File: src/rtl/alu_writeback_buffer.sv
// ALU writeback buffer: 2-entry in-order result FIFO committing to the register file and flags,
// with youngest-first bypass of pending results onto the operand and flags read ports.
module alu_writeback_buffer #(
  parameter int DataWidth    = 16,
  parameter int RegAddrWidth = 3,
  parameter int FlagWidth    = 5
) (
  input  logic                    Clock,
  input  logic                    nReset,
  input  logic                    InValid,
  output logic                    InReady,
  input  logic [RegAddrWidth-1:0] InAddr,
  input  logic                    InWriteReg,
  input  logic                    InWriteFlags,
  input  logic [DataWidth-1:0]    InResult,
  input  logic [FlagWidth-1:0]    InFlags,
  input  logic [RegAddrWidth-1:0] SrcAddr,
  input  logic [RegAddrWidth-1:0] DestAddr,
  output logic [DataWidth-1:0]    SrcData,
  output logic [DataWidth-1:0]    DestData,
  output logic [FlagWidth-1:0]    FlagsOut,
  input  logic                    DebugWrite,
  input  logic [RegAddrWidth-1:0] DebugAddr,
  input  logic [DataWidth-1:0]    DebugData,
  output logic                    CommitValid,
  output logic [RegAddrWidth-1:0] CommitAddr
);

  localparam int NumRegs = 2 ** RegAddrWidth;

  typedef struct packed {
    logic [RegAddrWidth-1:0] addr;
    logic                    wreg;
    logic                    wflags;
    logic [DataWidth-1:0]    result;
    logic [FlagWidth-1:0]    flags;
  } entry_t;

  // Head is always the oldest entry; tail is only meaningful when two entries are held.
  entry_t                  head_q, head_d;
  entry_t                  tail_q, tail_d;
  logic [1:0]              count_q, count_d;
  logic [DataWidth-1:0]    regs_q [NumRegs];
  logic [FlagWidth-1:0]    flags_q;
  logic                    commit_valid_q;
  logic [RegAddrWidth-1:0] commit_addr_q;

  logic   accept_s;
  logic   commit_s;
  entry_t new_entry_s;

  function automatic logic [DataWidth-1:0] bypass_read(
    input logic [RegAddrWidth-1:0] addr,
    input entry_t                  head,
    input entry_t                  tail,
    input logic [1:0]              count,
    input logic [DataWidth-1:0]    rf_val
  );
    logic [DataWidth-1:0] val;
    if ((count == 2'd2) && tail.wreg && (tail.addr == addr)) begin
      val = tail.result;
    end else if ((count != 2'd0) && head.wreg && (head.addr == addr)) begin
      val = head.result;
    end else begin
      val = rf_val;
    end
    return val;
  endfunction

  assign InReady     = (count_q != 2'd2);
  assign accept_s    = InValid && (count_q != 2'd2);
  assign commit_s    = (count_q != 2'd0) && !DebugWrite;
  assign new_entry_s = '{addr: InAddr, wreg: InWriteReg, wflags: InWriteFlags,
                         result: InResult, flags: InFlags};

  // FIFO next state: shift tail into head on commit, place the new entry behind the survivor.
  always_comb begin
    head_d  = head_q;
    tail_d  = tail_q;
    count_d = count_q;
    case ({commit_s, accept_s})
      2'b01: begin
        if (count_q == 2'd0) begin
          head_d = new_entry_s;
        end else begin
          tail_d = new_entry_s;
        end
        count_d = count_q + 2'd1;
      end
      2'b10: begin
        head_d  = tail_q;
        count_d = count_q - 2'd1;
      end
      2'b11: begin
        if (count_q == 2'd1) begin
          head_d = new_entry_s;
        end else begin
          head_d = tail_q;
          tail_d = new_entry_s;
        end
      end
      default: begin
        count_d = count_q;
      end
    endcase
  end

  // Buffer state and registered commit report.
  always_ff @(posedge Clock) begin
    if (!nReset) begin
      head_q         <= '0;
      tail_q         <= '0;
      count_q        <= 2'd0;
      commit_valid_q <= 1'b0;
      commit_addr_q  <= '0;
    end else begin
      head_q         <= head_d;
      tail_q         <= tail_d;
      count_q        <= count_d;
      commit_valid_q <= commit_s;
      if (commit_s) begin
        commit_addr_q <= head_q.addr;
      end else begin
        commit_addr_q <= commit_addr_q;
      end
    end
  end

  // Architectural state; a debug write stalls commit, so the two never collide.
  always_ff @(posedge Clock) begin
    if (!nReset) begin
      for (int i = 0; i < NumRegs; i++) begin
        regs_q[i] <= '0;
      end
      flags_q <= '0;
    end else begin
      if (DebugWrite) begin
        regs_q[DebugAddr] <= DebugData;
      end else if (commit_s && head_q.wreg) begin
        regs_q[head_q.addr] <= head_q.result;
      end else begin
        regs_q[head_q.addr] <= regs_q[head_q.addr];
      end
      if (commit_s && head_q.wflags) begin
        flags_q <= head_q.flags;
      end else begin
        flags_q <= flags_q;
      end
    end
  end

  // Operand and flags bypass, youngest pending entry first.
  always_comb begin
    SrcData  = bypass_read(SrcAddr, head_q, tail_q, count_q, regs_q[SrcAddr]);
    DestData = bypass_read(DestAddr, head_q, tail_q, count_q, regs_q[DestAddr]);
    if ((count_q == 2'd2) && tail_q.wflags) begin
      FlagsOut = tail_q.flags;
    end else if ((count_q != 2'd0) && head_q.wflags) begin
      FlagsOut = head_q.flags;
    end else begin
      FlagsOut = flags_q;
    end
  end

  assign CommitValid = commit_valid_q;
  assign CommitAddr  = commit_addr_q;

endmodule
File: config.mk
export PLATFORM = sky130hd
export DESIGN_NAME = alu_writeback_buffer
export DESIGN_NICKNAME = d
export VERILOG_FILES = /design/src/rtl/alu_writeback_buffer.sv
export SDC_FILE = /design/constraint.sdc
export NUM_CORES = 1
export LEC_CHECK = 0
export BUFFER_PORTS_ARGS = -buffer_cell sky130_fd_sc_hd__buf_2
export CAP_MARGIN = 20
export CORE_ASPECT_RATIO = 1.1
export CORE_MARGIN = 2
export CORE_UTILIZATION = 53
export CTS_CLUSTER_DIAMETER = 80
export CTS_CLUSTER_SIZE = 40
export DETAILED_ROUTE_END_ITERATION = 10
export PLACE_DENSITY = 0.85
export REMOVE_ABC_BUFFERS = 1
export SLEW_MARGIN = 20
export SYNTH_ARGS = -nofsm -noshare
export SYNTH_HDL_FRONTEND = slang
export SYNTH_SLANG_ARGS = --single-unit
File: constraint.sdc
create_clock -name Clock -period 2.7 [get_ports Clock]
set_input_delay 0.54 -clock Clock [delete_from_list [all_inputs] [get_ports Clock]]
set_output_delay 0.54 -clock Clock [all_outputs]
set_load 0.005 [all_outputs]
## Word-level counts from Yosys, hierarchy flattened

Memories as Yosys holds them, arrays and structs flattened.
Cells that the tools add are included.

- $add $sub $neg: 2
- Multipliers: 0
- Div/mod/pow operators: 0
- Magnitude comparators: 0
- Eq/ne operators: 14
- Shift-type cells: 0
- Multiplexer cells: 32
- Bitwise operators: 1
- Reduce and logical (&&, ||, !) cells: 23

Operators by type and width:

| cell | count |
|---|---|
| 16-bit two-way mux | 7 |
| 26-bit two-way mux | 4 |
| 26-bit case mux with 3 select lines | 1 |
| 26-bit case mux with 2 select lines | 1 |
| 16-bit OR reduction | 2 |
| 1-bit two-way mux | 14 |
| 3-bit == test | 4 |
| 1-bit logical AND | 12 |
| 5-bit two-way mux | 2 |
| 2-bit inequality test, second input constant | 4 |
| 2-bit == test, second input constant | 3 |
| 3-bit two-way mux | 2 |
| 2-bit nonzero test | 3 |
| 2-bit by 1-bit == test with 1-bit output, second input constant | 2 |
| 2-bit case mux with 2 select lines | 1 |
| 2-bit AND reduction | 2 |
| 3-bit AND reduction | 1 |
| 3-bit nonzero test | 1 |
| 2-bit by 1-bit adder with 2-bit output, second input constant | 1 |
| 2-bit zero test | 1 |
| 2-bit by 1-bit subtractor with 2-bit output, second input constant | 1 |
| 1-bit zero test | 1 |
| 0-bit inequality test | 1 |
| 1-bit OR | 1 |

- Register bits: 63
- Bits in latches: 0
- RAM bits: 128
- Memory bits (read-only): 0
- Logic and storage cells: 87
- Memories kept: 1

Memories:

| memory | depth | width | rd ports | clocked after memory_dff | wr ports | line | text |
|---|---|---|---|---|---|---|---|
| regs_q | 8 | 16 | 2 | 0 | 8 | 43 | `logic [DataWidth-1:0] regs_q [NumRegs];` |

## Depth between registers and ports, before layout

- Depth after elaboration: 11
- Mapped depth: 12

## Least setup slack after synthesis

No wires, ideal clock.

- Path type: register to register
- Start: register count_q[0]
- End: memory regs_q[5][0] (enable)
- Library setup time: 0.372 ns
- Arrival time: 2.269 ns
- Setup slack: 0.059 ns
- Cell stages (with the launch flop): 10
- Cells stage by stage: dfxtp_1 inv_1 ha_1 buf_2 nor4bb_4 buf_6 mux2i_1 nand2_2 buf_4 nand2_1

RTL lines:

| item | line | text |
|---|---|---|
| start, declared | 42 | `logic [1:0] count_q, count_d;` |
| start signal, assigned | 119 | `count_q <= count_d;` |
| end, declared | 43 |  |

## Worst setup path after layout

- Start: input port SrcAddr[0]
- End: output port SrcData[11]

- Longest elaborated chain between the ends: 4
- Elaborated cells between the ends (all ways): 7

Ends and longest elaborated chain:

| item | line | text |
|---|---|---|
| start, declared | 17 | `input logic [RegAddrWidth-1:0] SrcAddr,` |
| branches (longest 3 deep; another with memory read 8 x 16 bit) | - |  |
| 16-bit two-way mux * | 60 | `if ((count == 2'd2) && tail.wreg && (tail.addr == addr)) begin` |
| end, declared | 19 | `output logic [DataWidth-1:0] SrcData,` |

Every way passes the cells marked *.

==> impl_metrics.py <==
metrics = {
    "status": {
        "status": "finished clean",
    },
    "cells_and_area": {
        "post_route_cells_drive_above_1_share": 0.3124,
        "final_cells": 1284,
        "syn_to_final_growth_pct": 20.71,
        "n_antenna_cell": 0,
        "fin_nets": 1085,
    },
    "grt": {
        "grt_pass1_vias": 8061,
        "globalRouteOverflowTotal": 0,
        "grt_max_degree": 70,
        "grt_first_pass_wirelength_mm": 46.39,
        "grt_util_all_layers": 0.3080,
        "antenna_found_initial": 0,
    },
    "worst_setup_path": {
        "crit_slowest_cell": "mux4_1",
        "path_class": "primary input to output pin",
        "critPathArrivalTime_ns": 2.14,
        "cpPeakStageDelay_ns": 0.60,
        "path_buf_inv": 3,
        "cp_cell_sequence": "buf_8 > buf_12 > mux4_1 > mux2_2 > mux2i_2 > o21ai_1 > buf_2",
        "worstPathRequired_ns": 2.16,
        "end_kind": "output pin",
        "critPathLaunchType": "primary input",
        "crit_family": "multiplexers",
        "path_max_fanout": 5,
    },
    "worst_hold_path": {
        "hp-class": "primary input to register",
    },
    "floorplan": {
        "die_w_um": 137.8,
        "start_util": 0.5431,
        "ios": 97,
        "rows": 53,
        "core_mm2": 0.01923,
        "fp.dieArea_mm2": 0.02084,
        "die_h_um": 151.2,
    },
    "clocking": {
        "cts_made_buffers": 17,
        "clkTransAtPathRegs_ns": 0.07,
        "cts_max_path_buffers": 2,
        "cts_root_buf": "clkbuf_16",
        "ctsHoldBuffers": 0,
        "clock-sinks": 191,
        "clkLatencyLatePin_ns": 0.44,
        "cts_tree": "built",
        "cts_htree_levels": 4,
    },
    "logic_synthesis": {
        "synth.distinct_cells": 40,
        "ys_seq_elements": 191,
        "postSynthAreaPerCell_um2": 11.92,
        "yosys_warnings": 0,
        "yosysSeqAreaShare": 0.4888,
        "postSynthCellCount": 876,
        "synth_area_mm2": 0.01044,
    },
    "power_and_ir_drop": {
        "ir_drop_mv": 0.4866,
        "powerDensity_mw_per_mm2": 699.0,
        "swShare": 0.3321,
        "p_leak_uw": 0.005114,
        "p_sw_uw": 2927,
        "p_comb_frac": 0.266,
        "pwr-share-seq": 0.454,
        "internal_power_uw": 5886,
        "pwr-share-clk": 0.280,
    },
    "placement": {
        "dp.cells": 1232,
        "post-dp-hpwl_mm": 19.74,
        "post-place-ws_ns": -0.01155,
        "globalplace.congestion": 0.8978,
        "port_buffers": 96,
    },
    "drt": {
        "drtAntennaViolNets": 0,
        "vias_per_cell": 6.527,
        "route.detailed.drc": 0,
        "dr.pass1.iters": 6,
        "wire_per_inst_um": 25.48,
        "drtIter0Drc": 1255,
        "drt_wl_total_mm": 32.72,
        "via_count": 8381,
    },
    "timing": {
        "setup_ws_ns": 0.01988,
        "clock.fmax_mhz": 373.1,
        "period_share": 0.9926,
        "slew_viol_final": 0,
        "slew_headroom": 0.5492,
        "final_hold_viol_count": 0,
        "fin_crit_ns": 2.680,
        "rsz0062_at_grt": "true",
        "clock_skew_ns": 0.01193,
        "setup_viol": 0,
        "worst_slew_pin_slew_ns": 0.6763,
    },
    "run": {
        "max_cap_violations": 0,
    },
}
[synth_stat cells (all sizes together)]
master   instances  share of area
a21boi          35          0.025
a21o             2         0.0014
a21oi            1        0.00084
a221oi          26          0.022
and2             4         0.0024
buf             39          0.029
clkbuf          30          0.011
dfxtp           63           0.12
edfxtp         128           0.37
ha               6         0.0072
inv              6         0.0022
mux2            32          0.035
mux2i           57          0.055
mux4            64           0.15
nand2          121          0.045
nand2b           7         0.0042
nand4            2         0.0024
nand4bb          1         0.0011
nor2           158          0.057
nor2b            3         0.0018
nor3b           26          0.019
nor4             2         0.0024
nor4b            1        0.00084
nor4bb           1         0.0024
o211a            1        0.00096
o211ai           1        0.00072
o21a             1        0.00072
o21ai           44          0.021
xnor2            8         0.0067
xor2             6         0.0050
[state kept, by name (all words and copies together) (netlist names)]
signal,flops
tail_q,26
regs_q,128
CommitValid,1
head_q,26
count_q,2
CommitAddr,3
flags_q,5
[power groups by stage]
stage,combinational (uW),clock (uW),sequential [uW]
floorplan,1280,0,3890
CTS,2200,2450,3950
global placement,2080,0,3970
global route,2500,2580,4050
finish,2340,2470,4000
detailed placement,2140,0,4010
[routing by layer]
layer  vias to the layer above  track usage  wire [um]
li1                       3535            -          -
met1                      4003       0.3749      11000
met2                       701       0.5287      16150
met3                       142      0.06392       3943
met4                         0       0.1352       1623
met5                         -            0          0
[through the flow]
| step | instance area [um^2] | hold WS [ns] | TNS (ns) | power (uW) | utilization |
|---|---|---|---|---|---|
| after floorplan | 10030 | 0.4517 | -81.04 | 5175 | - |
| after global placement | 11600 | 0.4489 | 0 | 6048 | 0.6034 |
| after detailed placement | 11600 | 0.4683 | -0.01867 | 6147 | 0.6034 |
| after CTS | 12380 | 0.3526 | 0 | 8602 | 0.6439 |
| after global routing | 12610 | 0.3550 | -0.06008 | 9135 | 0.6556 |
| final | 12610 | 0.3545 | 0 | 8813 | 0.6556 |
[placed cells by master, fill, tap and decap left out, types with 4 or more instances in the layout]
master       n
nor2_1     157
edfxtp_1   128
nand2_1    114
buf_2       94
buf_4       76
dfxtp_1     59
mux2i_1     55
a21boi_0    34
mux4_2      32
mux4_1      30
mux2_2      30
o21ai_1     30
a221oi_1    26
nor3b_1     26
clkbuf_16   21
buf_12      15
o21ai_0     12
nand2_2      7
xnor2_1      7
xor2_1       6
nand2b_1     6
buf_6        5
inv_1        4
and2_1       4
ha_1         4
inv_6        4
[cell type report]
cell class | instances | area (um^2)
fill | 1339 | 6624
sequential | 191 | 5112
multi-input combinational | 610 | 5004
timing repair buffer | 198 | 1585
clock buffer | 19 | 454.2
tap | 247 | 309.0
clock inverter | 13 | 120.1
inverter | 6 | 22.52
[worst paths after layout]
path         cells past startpoint       endpoint           from  slack, ns
max reg2reg                      7  regs_q[7][13]     count_q[0]       0.16
min                              3     tail_q[13]    InResult[8]       0.35
max                              7    SrcData[11]     SrcAddr[0]       0.02
min reg2reg                      2  CommitAddr[2]  CommitAddr[2]       0.47
[worst min-delay path, cell delays in order]
cell and delay [ns]:
buf_2 0.10, nand2_1 0.04, a21boi_0 0.06
[kinds of logic after synthesis]
kind of cell    count (synthesis)  synth area share
simple gates                  326            0.1381
flops                         191            0.4888
xor+xnor                       14           0.01174
fa+ha+maj                       6          0.007188
compound gates                111           0.07272
mux                           153            0.2395
buf+inv                        75           0.04193
[what timing repair did]
action / CTS / global route
setup buffers: 9 / 3
pin swaps: 2 / 5
gates resized for setup: 15 / 36
setup endpoints to repair: 32 / 47
gates cloned: 5 / 3
Power figures use the tool's default switching activity.
